<file path="src/rtl/core_run_ctrl.sv">
// Run-control for the single-cycle core: debounced RUN/STEP keys sequence the
// core clock-enable through HALT, RUN, STEP and PC-breakpoint modes.
module core_run_ctrl #(
  parameter int unsigned DEBOUNCE_CYCLES = 250000,
  parameter bit          START_RUNNING   = 1'b0
) (
  input  logic        i_clk,
  input  logic        i_reset,
  input  logic        i_key_run_n,
  input  logic        i_key_step_n,
  input  logic        i_bp_en,
  input  logic [31:0] i_bp_addr,
  input  logic [31:0] i_pc_debug,
  input  logic        i_insn_vld,
  output logic        o_core_en,
  output logic [1:0]  o_state,
  output logic        o_bp_hit,
  output logic [31:0] o_retired_cnt
);

  localparam int unsigned CW = (DEBOUNCE_CYCLES > 2) ? $clog2(DEBOUNCE_CYCLES) : 1;
  localparam logic [CW-1:0] CNT_MAX = CW'(DEBOUNCE_CYCLES - 1);

  typedef enum logic [1:0] {
    S_HALT  = 2'd0,
    S_RUN   = 2'd1,
    S_STEP  = 2'd2,
    S_BREAK = 2'd3
  } state_t;

  // Bit 0 is the RUN key, bit 1 the STEP key; levels are kept active-low.
  logic [1:0]    r_sync1;
  logic [1:0]    r_sync2;
  logic [1:0]    r_db;
  logic [1:0]    r_press;
  logic [CW-1:0] r_cnt [2];

  state_t        r_state;
  logic          r_skip;
  logic          r_bp_hit;
  logic [31:0]   r_retired_cnt;

  logic          w_hit;
  logic          w_core_en;
  logic          w_run_press;
  logic          w_step_press;

  always_ff @(posedge i_clk or posedge i_reset) begin
    if (i_reset) begin
      r_sync1 <= '1;
      r_sync2 <= '1;
      r_db    <= '1;
      r_press <= '0;
      for (int unsigned k = 0; k < 2; k++) begin
        r_cnt[k] <= '0;
      end
    end else begin
      r_sync1 <= {i_key_step_n, i_key_run_n};
      r_sync2 <= r_sync1;
      r_press <= '0;
      for (int unsigned k = 0; k < 2; k++) begin
        if (r_sync2[k] == r_db[k]) begin
          r_cnt[k] <= '0;
        end else if (r_cnt[k] == CNT_MAX) begin
          // Accept the new level; only a released->pressed change yields a pulse.
          r_db[k]    <= r_sync2[k];
          r_cnt[k]   <= '0;
          r_press[k] <= ~r_sync2[k];
        end else begin
          r_cnt[k] <= r_cnt[k] + 1'b1;
        end
      end
    end
  end

  assign w_run_press  = r_press[0];
  assign w_step_press = r_press[1];

  always_comb begin
    w_hit     = i_bp_en & (i_pc_debug == i_bp_addr) & ~r_skip;
    w_core_en = 1'b0;
    if (!i_reset) begin
      case (r_state)
        S_RUN:   w_core_en = ~w_hit;
        S_STEP:  w_core_en = 1'b1;
        default: w_core_en = 1'b0;
      endcase
    end
  end

  always_ff @(posedge i_clk or posedge i_reset) begin
    if (i_reset) begin
      r_state       <= START_RUNNING ? S_RUN : S_HALT;
      r_skip        <= 1'b0;
      r_bp_hit      <= 1'b0;
      r_retired_cnt <= '0;
    end else begin
      if (w_core_en && i_insn_vld) begin
        r_retired_cnt <= r_retired_cnt + 32'd1;
      end
      if (w_core_en) begin
        r_skip <= 1'b0;
      end
      r_bp_hit <= 1'b0;
      case (r_state)
        S_HALT, S_BREAK: begin
          if (w_run_press) begin
            r_state <= S_RUN;
            r_skip  <= 1'b1;
          end else if (w_step_press) begin
            r_state <= S_STEP;
            r_skip  <= 1'b1;
          end else if (r_state == S_BREAK) begin
            r_bp_hit <= 1'b1;
          end
        end
        S_RUN: begin
          if (w_hit) begin
            r_state  <= S_BREAK;
            r_bp_hit <= 1'b1;
          end else if (w_run_press) begin
            r_state <= S_HALT;
          end
        end
        default: r_state <= S_HALT;
      endcase
    end
  end

  assign o_core_en     = w_core_en;
  assign o_state       = r_state;
  assign o_bp_hit      = r_bp_hit;
  assign o_retired_cnt = r_retired_cnt;

endmodule

</file>
<file path="config.mk">
export PLATFORM = sky130hd
export DESIGN_NAME = core_run_ctrl
export DESIGN_NICKNAME = d
export VERILOG_FILES = /design/src/rtl/core_run_ctrl.sv
export SDC_FILE = /design/constraint.sdc
export NUM_CORES = 1
export LEC_CHECK = 0
export ABC_AREA = 1
export CORE_ASPECT_RATIO = 1.25
export CORE_MARGIN = 8
export CORE_UTILIZATION = 47
export DETAILED_ROUTE_END_ITERATION = 10
export GPL_TIMING_DRIVEN = 0
export PLACE_DENSITY_LB_ADDON = 0.12
export RECOVER_POWER = 25
export SETUP_SLACK_MARGIN = 0.1
export SYNTH_ARGS = -nofsm -noshare
export SYNTH_HDL_FRONTEND = slang
export SYNTH_SLANG_ARGS = --single-unit
</file>
<file path="constraint.sdc">
create_clock -name i_clk -period 3.1 [get_ports i_clk]
set_clock_uncertainty 0.2 [all_clocks]
set_input_delay 0.93 -clock i_clk [delete_from_list [all_inputs] [get_ports i_clk]]
set_output_delay 0.93 -clock i_clk [all_outputs]
set_load 0.05 [all_outputs]
</file>
; After elaboration in Yosys (flattened, before gate mapping)
; Index checks and enable logic that the tools add are counted.
[word_totals]
n_memories = 0
rom_bits = 0
ram_bits = 0
ff_bits = 80
latch_bits = 0
[op_classes]
n_bitwise = 8
addsub = 3
n_div = 0
n_mux = 24
n_reduce_logical = 6
n_eq_ne = 10
shift = 0
n_mul = 0
magnitude_cmp = 0
[ops]
columns = cell, n
row1 = 2-to-1 mux 18 bit, 4
row2 = adder 18 x 1 -> 18 bit (second input constant), 2
row3 = == test 18 bit (second input constant), 2
row4 = adder 32 x 1 -> 32 bit (second input constant), 1
row5 = == test 32 bit, 1
row6 = 2-to-1 mux 1 bit, 13
row7 = 2-to-1 mux 2 bit, 4
row8 = inequality test 3 bit (second input constant), 2
row9 = inverter 1 bit, 6
row10 = AND reduction 2 bit, 3
row11 = == test 2 bit (second input constant), 2
row12 = case mux 1 bit (2 select lines), 2
row13 = case mux 2 bit (2 select lines), 1
row14 = AND 1 bit, 2
row15 = == test 1 bit, 2
row16 = == test 2 x 1 -> 1 bit (second input constant), 1
row17 = zero test 2 bit, 1
row18 = OR reduction 2 bit, 1
row19 = logical AND 1 bit, 1

; Longest topological paths before layout
; Gate-level depths: netlist of run 1.
[depth]
ltp_word = 10
depth_mapped = 15
depth_no_buf = 14

; Worst setup path before layout of run 1
; Ideal clock, no wire load.
[synth_path]
kind = input-to-output
from = input i_pc_debug[17]
to = output o_core_en
arrival_ns = 2.005
path_buffers = 0
path_stages = 9
setup_slack_ns = -0.035
path_cell_list = inv_1 or2_2 nand4_1 nor2_1 nand3_1 nand2_1 nand2_2 nand2_1 inv_1
[synth_between]
elab_chain_cells = 6
[synth_lines]
columns = element, line
row1 = from (decl), 13  ; input logic [31:0] i_pc_debug,
row2 = == test 32 bit, 80  ; w_hit = i_bp_en & (i_pc_debug == i_bp_addr) & ~r_skip;
row3 = AND 1 bit (2 in a row), 80
row4 = inverter 1 bit, 84  ; S_RUN: w_core_en = ~w_hit;
row5 = case mux 1 bit (2 select lines), 83  ; case (r_state)
row6 = 2-to-1 mux 1 bit, 82  ; if (!i_reset) begin
row7 = to (decl), 15  ; output logic o_core_en,
; Every way passes these cells.

; Final worst setup path of run 1
[layout_path]
from = input i_pc_debug[24]
to = output o_core_en
; Same word-level chain as after synthesis.

==> results summary, run 1 <==
Among the stages of the critical path, the cell type that occurs most often is sky130_fd_sc_hd__nand2_4. The layout overhead on the synthesized area is 30.6%. The final design instance area without fill is about 6600 µm². The tree is rooted in a sky130_fd_sc_hd__clkbuf_16. The clock reaches the later pin of the worst-skew pair after 0.34 ns. The total overflow reported by the global router came out at 0. The critical path endpoint category is a primary output. The slowest stage of the critical path belongs to the cell sky130_fd_sc_hd__xnor2_1.

The number of routed nets with antenna violations is 0. The die footprint came out at 14400 µm². The first global-routing pass estimated 22600 µm of wire. In this run the power density over the cells is roughly 350 nW/µm². The shortest period the worst path allows came out at 3.27 ns. The warning count from the yosys run is 0.

The end-of-flow core utilization came out at 62.8%. The critical path goes through clkdlybuf4s15_1 > xnor2_1 > nand3_2 > nor2_4 > nand3_4 > nand2_4 > nand2_4 > nand2_4 > clkinvlp_4 > buf_8. In this run the horizontal extent of the chip is 109 µm. In the layout the commonest cells are sky130_fd_sc_hd__nand2_1 (196), sky130_fd_sc_hd__inv_1 (78), sky130_fd_sc_hd__dfrtp_1 (74). The H-tree was split into 3 levels. The number of design-rule violations left by the first detailed-router iteration came out at 194. In this design, the stage delay of the slowest critical-path cell is 0.19 ns. Summed over all layers, the routed wires come to 13700 µm. The library cell used most frequently in the layout, excluding fill and tap cells, is sky130_fd_sc_hd__nand2_1. TritonCTS created 9 clock buffers. The final hold violation count is 0. The count of pins over their slew limit came out at 0. The chip height is 132 µm. The mean routed wirelength per cell is about 14 µm. The final reports fail on setup timing.

The worst-case IR drop observed on VDD is 0.000415 V. The initial antenna violation count is 0. The maximum number of pins on one net before global-route repair came out at 42. The worst-case setup margin in the final layout is -0.167 ns. Setup violations remaining at the end of the flow were counted as 1.

The worst hold margin came out at roughly 0.15 ns. The unique cell type count in the Yosys netlist is 36. The number of placement rows came out at 42. For this design the static power due to leakage is approximately 3.2 nW. Synthesis produced a netlist whose cell count is 682. The top achievable clock speed came out at 0.306 GHz. The largest fanout of any net on the critical path is 2.

At the end of routability-driven placement, the weighted congestion stood at 0.910. The post-layout total power came out at 2.34 mW. After floorplanning, the core was sized to cover 10600 µm². The antenna diode count came out at 0. The HPWL after detailed placement is between 10000 and 15000 µm.

The share of the clock period used by the worst path after layout is 105%. The boundary pin count came out at 106. The number of nets in the finished design came out at 893. The total track usage is 19.3%. Clock-pin slew was measured on the worst setup and hold paths at 0.06 ns. The sequential area share after synthesis came out at 39.6%. The count of buffer and inverter cells on the critical path is 3. For this run, design rule violations remaining after detail routing come to 0. The arrival time at the worst endpoint came out at roughly 2.1 ns. The slew at the pin closest to its max-slew limit is 0.934 ns. The net count after synthesis came out at 758. The flow ran to the end, but the final reports show violations. Prior to clock tree synthesis, the placed netlist has a worst setup slack of -1.27 ns. No sink is reached through more buffers than the 2 on the longest clock path. Dividing the synthesized area by the synthesized cell count gives 7.44 µm².

The via count of the first global-routing pass came out at 4732. The worst setup path is launched from a primary input. The total of buffers placed on input and output ports is 104. The initial utilization of the core area, before any placement, comes to 48.1%. The headroom to the max-slew limit came out at 37.8%.

Setup repair after global routing could not meet its margin everywhere. TritonCTS built the clock tree. On the critical path the largest part of the delay comes from simple AND/OR/NAND/NOR gates. The mapped cell area came out at 5080 µm². The number of max-capacitance violations reported came out at 0. The critical path data required time is between 1.5 and 2 ns. The start-to-end type of the worst setup path is primary input to primary output. The class of the tightest hold or removal check is register to register. The total via count in the routed design came out at 4810.

The number of synthesized register bits is 80. The share of final-layout standard cells stronger than drive strength 1 is 20.2%. The instance area at placement came out at 6330 µm². The first-pass iteration count of the detailed router is 4. The number of sinks driven by the clock tree is 80.

The average vias per placed instance came out at 5.04.
==> final cells by class <==
type | instances | area, µm²
fill | 976 | 3930
multi-input combinational | 498 | 2730
sequential | 80 | 2010
timing repair buffer | 124 | 995
inverter | 91 | 349
clock buffer | 11 | 243
tap | 132 | 165
buffer | 13 | 77.6
clock inverter | 5 | 62.6
==> cells by family (layout without fill, tap and decap cells) <==
group	Yosys count	in the layout	synth area share, %
AOI/OAI and AO/OA	30	30	3.03
adders and majority gates	6	6	1.48
xor gates and xnor gates	54	54	9.31
buffers and inverters	104	244	8.25
DFF	80	80	39.6
muxes	2	2	0.394
and+or+nand+nor	406	406	37.9
==> cells in the mapped netlist <==
| library cell | n | area share, % |
|---|---|---|
| sky130_fd_sc_hd__a211oi_1 | 1 | 0.15 |
| sky130_fd_sc_hd__a21oi_1 | 14 | 1.4 |
| sky130_fd_sc_hd__a31oi_1 | 1 | 0.12 |
| sky130_fd_sc_hd__and3_1 | 3 | 0.37 |
| sky130_fd_sc_hd__and3b_1 | 2 | 0.35 |
| sky130_fd_sc_hd__buf_1 | 1 | 0.074 |
| sky130_fd_sc_hd__buf_2 | 5 | 0.49 |
| sky130_fd_sc_hd__buf_6 | 3 | 0.67 |
| sky130_fd_sc_hd__clkbuf_1 | 4 | 0.30 |
| sky130_fd_sc_hd__dfrtp_1 | 74 | 36 |
| sky130_fd_sc_hd__dfstp_2 | 6 | 3.1 |
| sky130_fd_sc_hd__ha_1 | 6 | 1.5 |
| sky130_fd_sc_hd__inv_1 | 87 | 6.4 |
| sky130_fd_sc_hd__inv_2 | 4 | 0.30 |
| sky130_fd_sc_hd__mux2i_1 | 2 | 0.39 |
| sky130_fd_sc_hd__nand2_1 | 200 | 15 |
| sky130_fd_sc_hd__nand2_2 | 5 | 0.62 |
| sky130_fd_sc_hd__nand3_1 | 28 | 2.8 |
| sky130_fd_sc_hd__nand3_2 | 4 | 0.79 |
| sky130_fd_sc_hd__nand3_4 | 3 | 1.0 |
| sky130_fd_sc_hd__nand3b_1 | 1 | 0.15 |
| sky130_fd_sc_hd__nand4_1 | 44 | 5.4 |
| sky130_fd_sc_hd__nor2_1 | 72 | 5.3 |
| sky130_fd_sc_hd__nor2_2 | 5 | 0.62 |
| sky130_fd_sc_hd__nor2_4 | 4 | 0.89 |
| sky130_fd_sc_hd__nor3_1 | 18 | 1.8 |
| sky130_fd_sc_hd__nor3_2 | 9 | 1.8 |
| sky130_fd_sc_hd__nor3b_1 | 3 | 0.44 |
| sky130_fd_sc_hd__nor4_1 | 1 | 0.12 |
| sky130_fd_sc_hd__nor4_2 | 2 | 0.49 |
| sky130_fd_sc_hd__o21ai_0 | 8 | 0.79 |
| sky130_fd_sc_hd__o21ai_1 | 6 | 0.59 |
| sky130_fd_sc_hd__or2_0 | 1 | 0.12 |
| sky130_fd_sc_hd__or2_2 | 1 | 0.12 |
| sky130_fd_sc_hd__xnor2_1 | 24 | 4.1 |
| sky130_fd_sc_hd__xor2_1 | 30 | 5.2 |
==> metal layers <==
metal	up-vias	track usage, %	wire (µm)
li1	2445	-	-
met1	2235	21.8	5360
met2	108	35.3	7460
met3	22	2.30	524
met4	0	6.86	322
met5	-	0	0
==> power by group <==
| part | internal (mW) | switching [mW] | leakage, nW |
|---|---|---|---|
| sequential | 1.06 | 0.00583 | 1.09 |
| combinational | 0.0842 | 0.0991 | 1.99 |
| clock | 0.652 | 0.447 | 0.143 |
==> worst register-to-register path, stage by stage (launching register included) <==
cell	delay, ns
sky130_fd_sc_hd__dfrtp_1	0.37
sky130_fd_sc_hd__nand3b_1	0.16
sky130_fd_sc_hd__nor2_1	0.10
sky130_fd_sc_hd__nand2_1	0.09
sky130_fd_sc_hd__nor2_4	0.14
sky130_fd_sc_hd__nand3_4	0.11
sky130_fd_sc_hd__buf_4	0.15
sky130_fd_sc_hd__buf_6	0.10
sky130_fd_sc_hd__buf_6	0.10
sky130_fd_sc_hd__buf_6	0.11
sky130_fd_sc_hd__buf_6	0.10
sky130_fd_sc_hd__buf_6	0.10
sky130_fd_sc_hd__buf_6	0.10
sky130_fd_sc_hd__buf_4	0.13
sky130_fd_sc_hd__buf_4	0.12
sky130_fd_sc_hd__buf_4	0.12
sky130_fd_sc_hd__nand3_2	0.06
sky130_fd_sc_hd__nand2_2	0.08
sky130_fd_sc_hd__nand2_1	0.06
sky130_fd_sc_hd__o21ai_1	0.06
==> final timing paths <==
kind / slack (ns) / endpoint / from / cells after the start
min: 0.15 / r_sync2[0] / r_sync1[0] / 0
min in group asynchronous: 0.99 / o_state[1] / i_reset / 2
max in group asynchronous: 0.32 / o_retired_cnt[8] / i_reset / 4
max reg2reg: 0.42 / o_state[1] / r_skip / 19
max: -0.17 / o_core_en / i_pc_debug[24] / 10
min reg2reg: 0.15 / r_sync2[0] / r_sync1[0] / 0
==> flip-flops by register name, indices dropped and copies added, names as in the netlist <==
register and count:
o_bp_hit 1, r_sync1 2, r_press 2, r_skip 1, o_state 2, o_retired_cnt 32
r_sync2 2, r_db 2, r_cnt 36
==> per-stage QoR <==
stage,setup TNS [ns],instances
global placement,-1.25,918
floorplan,0,682
detailed placement,-1.27,920
global route,-0.372,954
finish,-0.167,954
CTS,-0.298,951
==> what timing repair did <==
action	4_1_cts	5_1_grt
gates cloned	0	0
hold buffers	0	0
pin swaps	77	38
gates resized for setup	252	34
setup endpoints to repair	1	3
buffers inserted	15	10
Note: power is estimated with default switching activity, not from simulation.
==> inputs of run 2 (changes only) <==
--- a/config.mk
+++ b/config.mk
@@ -6,6 +6,7 @@
 export NUM_CORES = 1
 export LEC_CHECK = 0
 export ABC_AREA = 1
+export CAP_MARGIN = 5
 export CORE_ASPECT_RATIO = 1.25
 export CORE_MARGIN = 8
 export CORE_UTILIZATION = 47
==> constraint.sdc (replaced) <==
create_clock -name i_clk -period 3.1 [get_ports i_clk]
set_clock_uncertainty 0.2 [all_clocks]
set_input_delay 0.93 -clock i_clk [delete_from_list [all_inputs] [get_ports i_clk]]
set_output_delay 0.93 -clock i_clk [all_outputs]
set_load 0.1 [all_outputs]
==> run 2 against run 1 <==
The run still ends with setup timing left. Combinational power is essentially flat. Clock power shrank 4%. Global-route usage is essentially flat. Power shrank 1.5%. Non-clock buffer count grew 5. Sequential share of layout area grew 0.095 points. Die area is the same. Count of clock-buffer cells in the layout is the same. Via count grew 1.6%. Highest routed layer unchanged.
==> results summary, run 2 (synthesis results as in run 1) <==
The flow ran to the end, but the final reports show violations. The final reports fail on setup timing. The total of buffers placed on input and output ports came out at 104 (unchanged). The storage element area came to 2010 µm² (+0.12%). The worst hold path belongs to the class register to register. The total met3 wirelength after detailed routing came out at 574 µm (+9.5%). The total of fill cells in the finished design was 935 (-4.2%). The average vias per placed instance is 5.10 (+1.1%).

The final design instance area without fill is 6620 µm² (-0.19%). The die width is 109 µm (unchanged). The leakage power total came out at 3.42 nW (+6.0%).

The worst hold margin is 0.160 ns (+0.00487 ns). The shortest period the worst path allows is 3.35 ns (+0.0816 ns). The critical path data required time is 1.97 ns (about the same). The mean routed wirelength per cell is 14.2 µm (-0.89%). The placer's final routability congestion estimate came to 0.926 (+1.8%). The via count of the first global-routing pass was 4768 (+0.76%). The number of placement rows is 42 (unchanged).

The wire length of the first global-routing pass came out at 22500 µm (-0.16%). The clock insertion delay at the later pin of the skew report is 0.33 ns (about the same). The final sum of negative setup slack came to -0.249 ns (-0.0816 ns).

Signal routing reaches up to met4. The number of sinks driven by the clock tree is 80 (unchanged). The total overflow reported by the global router is 0 (unchanged). The maximum level of the CTS H-tree came out at 3 (unchanged).

The flip-flop count of the largest register, all copies and words added is 36 (unchanged). The number of buffers inserted by hold repair at cts came to 0 (unchanged). The boundary pin count was 106 (unchanged).

The number of routed nets with antenna violations was 0 (unchanged). The worst-case setup margin in the final layout is -0.249 ns (-0.0816 ns). The area of the core region came out at 10600 µm² (unchanged). The total via count in the routed design came out at 4885 (+1.6%). The die footprint came out at 14400 µm² (unchanged). The worst supply voltage drop on vdd is 0.000324 V (-22%). Counting flops per register, the top entry is r_cnt. The critical path is of the primary input to primary output type. The HPWL after detailed placement came to 10200 µm (-1.0%). The number of nets in the finished design is 898 (+0.56%).

The clock tree from TritonCTS is built. The worst setup path is captured at a primary output. The first-pass iteration count of the detailed router is 5 (+1). The critical path starts at i_pc_debug[5]. The arrival time at the worst endpoint came out at 2.22 ns (+0.08 ns).

The antenna diode count is 0 (unchanged). The total track usage came out at 19.2% (-0.045 points). In this run the critical register-to-register path is launched from r_skip. The count of endpoints failing setup in the final report is 1 (unchanged).

The initial antenna violation count was 0 (unchanged). The share of final-layout standard cells stronger than drive strength 1 came out at 18.9% (-1.3 points). The instance area at placement is 6330 µm² (unchanged). The total routed wire length on the met1 layer came out at 5570 µm (+4.0%). The post-placement setup slack came out at -1.60 ns (-0.332 ns). The largest fanout of any net on the critical path came out at 2 (unchanged).

The chip height came out at 132 µm (unchanged). The number of design-rule violations left by the first detailed-router iteration came out at 245 (+26%). The headroom to the max-slew limit is 29.8% (-8.0 points). The library cell used most frequently in the layout, excluding fill and tap cells, is sky130_fd_sc_hd__nand2_1. The detailed-route DRC error count is 0 (unchanged).

The cell sitting at the root of the clock tree is a sky130_fd_sc_hd__clkbuf_16. The number of max-capacitance violations reported is 0 (unchanged). The clock transition at the register clock pins on the worst setup and hold paths after CTS is 0.06 ns (about the same). STA classifies the critical path startpoint as a primary input. The area used by multi-input combinational logic came out at 2710 µm² (-0.64%). The top achievable clock speed is 0.299 GHz (-2.4%). The library cells used most frequently in the layout, excluding fill and tap cells, are sky130_fd_sc_hd__nand2_1 (196), sky130_fd_sc_hd__inv_1 (80), sky130_fd_sc_hd__dfrtp_1 (72). The slew at the pin closest to its max-slew limit came out at 1.06 ns (+0.124 ns). The number of buffers inserted during clock tree synthesis came out at 9 (unchanged). Relative to the synthesized area, the layout overhead comes to 30.3%. The final hold violation count came out at 0 (unchanged). The maximum number of pins on one net before global-route repair came out at 39 (-7.1%). Setup repair after global routing could not meet its margin everywhere. The count of pins over their slew limit is 0 (unchanged). The maximum clock path buffer count was 2 (unchanged).

The power density relative to cell area came out at 349 nW/µm² (-1.3%). The start point of the worst min-delay path is r_sync1[0]. The routed length on met2 is 7100 µm (-4.9%). The share of the clock period used by the worst path after layout came to 108% (+2.6 points).

The total wirelength of the detailed-routed design came out at 13600 µm (-0.48%). The starting utilization of the core area is 48.1% (unchanged).
-- run 2: layer usage --
layer | up-vias | GRT usage [%]
met5 | - | 0
met4 | 0 | 7.63
met3 | 32 | 3.57
met2 | 100 | 33.8
met1 | 2285 | 21.9
li1 | 2468 | -
-- run 2: final cells by class --
cell class / instances / area share (%)
multi-input combinational: 498 / 41.0
sequential: 80 / 30.4
timing repair buffer: 129 / 15.2
inverter: 91 / 5.28
clock buffer: 11 / 3.67
tap: 132 / 2.50
buffer: 13 / 1.17
clock inverter: 4 / 0.813
-- run 2: final timing paths --
| check | endpoint | slack [ns] | cells past startpoint |
|---|---|---|---|
| max | o_core_en | -0.25 | 13 |
| min | r_sync2[0] | 0.16 | 0 |
| max reg2reg | o_state[1] | 0.46 | 19 |
| min reg2reg | r_sync2[0] | 0.16 | 0 |
| max in group asynchronous | r_db[0] | 0.46 | 4 |
| min in group asynchronous | r_press[1] | 0.88 | 2 |
-- run 2: what timing repair did --
| action | in CTS | in global routing |
|---|---|---|
| buffers inserted | 20 | 3 |
| pin swaps | 70 | 25 |
| resized for setup | 265 | 18 |
| endpoints found under the setup margin | 35 | 4 |
| endpoints found under the hold margin | 0 | 0 |
-- run 2: report_power, final --
part	total (mW)	switching (mW)	leakage, nW	internal [mW]
Sequential	1.06	0.00594	1.08	1.05
Combinational	0.186	0.0997	2.20	0.0859
Clock	1.06	0.418	0.138	0.644
Total	2.31	0.523	3.42	1.79
-- run 2: through the flow --
stage	power, mW	utilization (%)	std cells
after floorplan	1.17	-	682
after global placement	1.28	59.6	918
after detailed placement	1.29	60.0	920
after CTS	2.32	62.3	955
after global routing	2.40	62.6	958
final	2.31	62.6	958
-- run 2: worst max-delay path, cell delays in order --
cell and delay, ns:
sky130_fd_sc_hd__clkdlybuf4s15_1 0.17, sky130_fd_sc_hd__inv_1 0.07, sky130_fd_sc_hd__nand2_1 0.07, sky130_fd_sc_hd__nand2_1 0.05, sky130_fd_sc_hd__nor2_1 0.09, sky130_fd_sc_hd__nand3_1 0.12, sky130_fd_sc_hd__nor2_4 0.14, sky130_fd_sc_hd__nand3_2 0.09
sky130_fd_sc_hd__nand2_2 0.09, sky130_fd_sc_hd__nand2_4 0.06, sky130_fd_sc_hd__nand2_4 0.07, sky130_fd_sc_hd__clkinvlp_4 0.09, sky130_fd_sc_hd__buf_12 0.16
==> inputs of run 3 (changes only) <==
--- a/config.mk
+++ b/config.mk
@@ -12,7 +12,9 @@
 export CORE_UTILIZATION = 47
 export DETAILED_ROUTE_END_ITERATION = 10
 export GPL_TIMING_DRIVEN = 0
-export PLACE_DENSITY_LB_ADDON = 0.12
+export HOLD_SLACK_MARGIN = 0.02
+export MAX_ROUTING_LAYER = met4
+export PLACE_DENSITY = 0.75
 export RECOVER_POWER = 25
 export SETUP_SLACK_MARGIN = 0.1
 export SYNTH_ARGS = -nofsm -noshare
==> run 3 against run 2 <==
The run still ends with setup timing left. Register-to-register slack better by 0.22 ns. Via count shrank 0.86%. Sequential power barely moved. Worst hold slack lost 0.0041 ns. Wire length is 1.3% higher. Design area increased by 0.59%. Global-route usage increased by 0.62 points. Critical path depth unchanged. Sequential cell count stayed put. Count of clock-buffer cells in the layout unchanged.
==> results summary, run 3 (synthesis results as in run 1) <==
The critical path in this run is classified as primary input to primary output. The total met3 wirelength after detailed routing came out at 644 µm (+12%). The worst supply voltage drop on vdd came out at 0.000327 V (+0.84%). TritonCTS built the clock tree.

The top cell types in the final layout, fill and taps aside, are sky130_fd_sc_hd__nand2_1 (195), sky130_fd_sc_hd__inv_1 (78), sky130_fd_sc_hd__dfrtp_1 (72). The HPWL after detailed placement is 10200 µm (-0.11%). The total track usage came out at 19.8% (+0.62 points). The share of final-layout standard cells stronger than drive strength 1 is 20.0% (+1.1 points). The layout overhead on the synthesized area is 31.1%. The boundary pin count is 106 (unchanged). The count of endpoints failing setup in the final report was 1 (unchanged).

The total routed wire length on the met1 layer is 5490 µm (-1.6%). The maximum level of the CTS H-tree came out at 3 (unchanged). The number of placement rows is 42 (unchanged).

The worst-case setup margin in the final layout came to -0.265 ns (-0.0164 ns). The highest metal layer carrying signal wires in the routed design is met4. The total overflow reported by the global router is 0 (unchanged). The share of the clock period used by the worst path after layout was 109% (+0.53 points). The maximum number of pins on one net before global-route repair was 44 (+13%).

The routed length on met2 came out at 7270 µm (+2.4%). The detailed-route DRC error count is 0 (unchanged). The power density relative to cell area is 342 nW/µm² (-2.1%). The flip-flop count of the largest register, all copies and words added is 36 (unchanged). The total of buffers placed on input and output ports came out at 104 (unchanged). The checks that failed: setup timing. The number of buffers inserted during clock tree synthesis is 9 (unchanged). The post-layout total power is 2.27 mW (-1.5%). Setup repair after global routing could not meet its margin everywhere. The cell sitting at the root of the clock tree is a sky130_fd_sc_hd__clkbuf_16.

The leakage power total is 3.44 nW (+0.75%). The die footprint is 14400 µm² (unchanged). The count of pins over their slew limit is 0 (unchanged). The final hold violation count is 0 (unchanged). The initial antenna violation count came out at 0 (unchanged). The mean routed wirelength per cell came out at 14.4 µm (+1.1%).

The wire length of the first global-routing pass came out at 22600 µm (+0.24%). The shortest period the worst path allows came to 3.37 ns (+0.0164 ns). The largest fanout of any net on the critical path was 2 (unchanged).

The clock insertion delay at the later pin of the skew report was 0.34 ns (about the same). Ranked by flip-flop count, first place goes to r_cnt. The number of routed nets with antenna violations came out at 0 (unchanged). The number of nets in the finished design was 898 (unchanged).

The total wirelength of the detailed-routed design came out at 13800 µm (+1.3%). The clock transition at the register clock pins on the worst setup and hold paths after CTS is 0.06 ns (about the same). STA classifies the critical path endpoint as a primary output.

The run finished, with violations left. The starting utilization of the core area is 48.1% (unchanged). The arrival time at the worst endpoint came out at 2.24 ns (+0.02 ns). The total via count in the routed design came out at 4843 (-0.86%). The placer's final routability congestion estimate is 0.935 (+0.90%). The chip height is 132 µm (unchanged). The first-pass iteration count of the detailed router was 7 (+2). The number of design-rule violations left by the first detailed-router iteration came out at 234 (-4.5%). The worst hold margin is 0.156 ns (-0.00408 ns). The critical path data required time came out at 1.97 ns (about the same). The slew at the pin closest to its max-slew limit is 0.995 ns (-0.0626 ns). The die width came out at 109 µm (unchanged).

The maximum clock path buffer count came out at 2 (unchanged). The tightest min-delay check is of the register to register type. The top achievable clock speed is 0.297 GHz (-0.49%).

The via count of the first global-routing pass was 4707 (-1.3%). The total of fill cells in the finished design came to 932 (-0.32%). The headroom to the max-slew limit is 33.4% (+3.7 points). STA classifies the critical path startpoint as a primary input. The average vias per placed instance was 5.05 (-0.96%). Leaving out fill and tap cells, the most frequent cell in the layout is sky130_fd_sc_hd__nand2_1.

The number of sinks driven by the clock tree is 80 (unchanged). The number of max-capacitance violations reported came to 0 (unchanged). The antenna diode count is 0 (unchanged). The area of the core region came to 10600 µm² (unchanged).
## run 3: cell count changes in the layout (fill, tap and decap cells not counted), moves of 2 or more
cell                              change
sky130_fd_sc_hd__buf_6               +15
sky130_fd_sc_hd__clkdlybuf4s15_1      -6
sky130_fd_sc_hd__inv_1                -2
sky130_fd_sc_hd__clkinv_4             +2
sky130_fd_sc_hd__nor2_4               -2
sky130_fd_sc_hd__clkbuf_2             +3
sky130_fd_sc_hd__buf_4                -3
sky130_fd_sc_hd__buf_2                -9
## run 3: area by class of cell
type	count	area (µm²)	area share (%)
buffer	13	77.6	1.17
clock buffer	11	253	3.80
clock inverter	5	38.8	0.583
inverter	91	354	5.32
multi-input combinational	498	2690	40.5
sequential	80	2010	30.2
tap	132	165	2.48
timing repair buffer	129	1060	16.0
## run 3: final timing paths
kind,startpoint,end,slack [ns],cells past startpoint
worst max-delay path,i_bp_addr[1],o_core_en,-0.27,13
worst min-delay path,r_sync1[0],r_sync2[0],0.16,0
worst max register to register,r_skip,o_state[0],0.68,17
worst min register to register,r_sync1[0],r_sync2[0],0.16,0
max in group asynchronous,i_reset,r_sync2[0],1.01,3
min in group asynchronous,i_reset,o_retired_cnt[30],0.97,2
## run 3: worst max-delay path, stage by stage
cell and delay, ns:
sky130_fd_sc_hd__clkdlybuf4s15_1 0.16, sky130_fd_sc_hd__inv_1 0.04, sky130_fd_sc_hd__nand2_1 0.06, sky130_fd_sc_hd__o21ai_1 0.08, sky130_fd_sc_hd__nor2_2 0.10, sky130_fd_sc_hd__nand3_2 0.11, sky130_fd_sc_hd__nor2_4 0.14, sky130_fd_sc_hd__nand3_2 0.09
sky130_fd_sc_hd__nand2_2 0.09, sky130_fd_sc_hd__nand2_4 0.06, sky130_fd_sc_hd__nand2_4 0.08, sky130_fd_sc_hd__clkinvlp_4 0.11, sky130_fd_sc_hd__buf_12 0.18
## run 3: what timing repair did
action / in CTS / in global routing
cloned: 0 / 0
resized for setup: 290 / 19
hold buffers: 0 / 0
buffers inserted: 23 / 3
pin swaps: 81 / 26
endpoints found under the setup margin: 35 / 4
## run 3: where the power goes
| group | internal (mW) | total [mW] | switching, mW |
|---|---|---|---|
| combinational | 0.0931 | 0.196 | 0.103 |
| clock | 0.590 | 1.02 | 0.426 |
| sequential | 1.06 | 1.06 | 0.00595 |
## run 3: metal layers
layer | track usage [%] | vias to the layer above
li1 | - | 2459
met1 | 21.9 | 2252
met2 | 34.3 | 107
met3 | 3.03 | 25
met4 | 8.09 | 0
met5 | - | -
## run 3: through the flow
| stage | utilization [%] | instance area, µm² | cells | setup slack (ns) | setup TNS [ns] |
|---|---|---|---|---|---|
| 5_1_grt | 63.0 | 6660 | 959 | -0.365 | -0.365 |
| 2_1_floorplan | - | 5090 | 682 | -0.206 | -0.206 |
| 6_report | 63.0 | 6660 | 959 | -0.265 | -0.265 |
| 3_5_place_dp | 59.8 | 6310 | 919 | -1.64 | -1.64 |
| 4_1_cts | 63.0 | 6660 | 958 | -0.186 | -0.186 |
| 3_3_place_gp | 59.6 | 6290 | 918 | -1.62 | -1.62 |
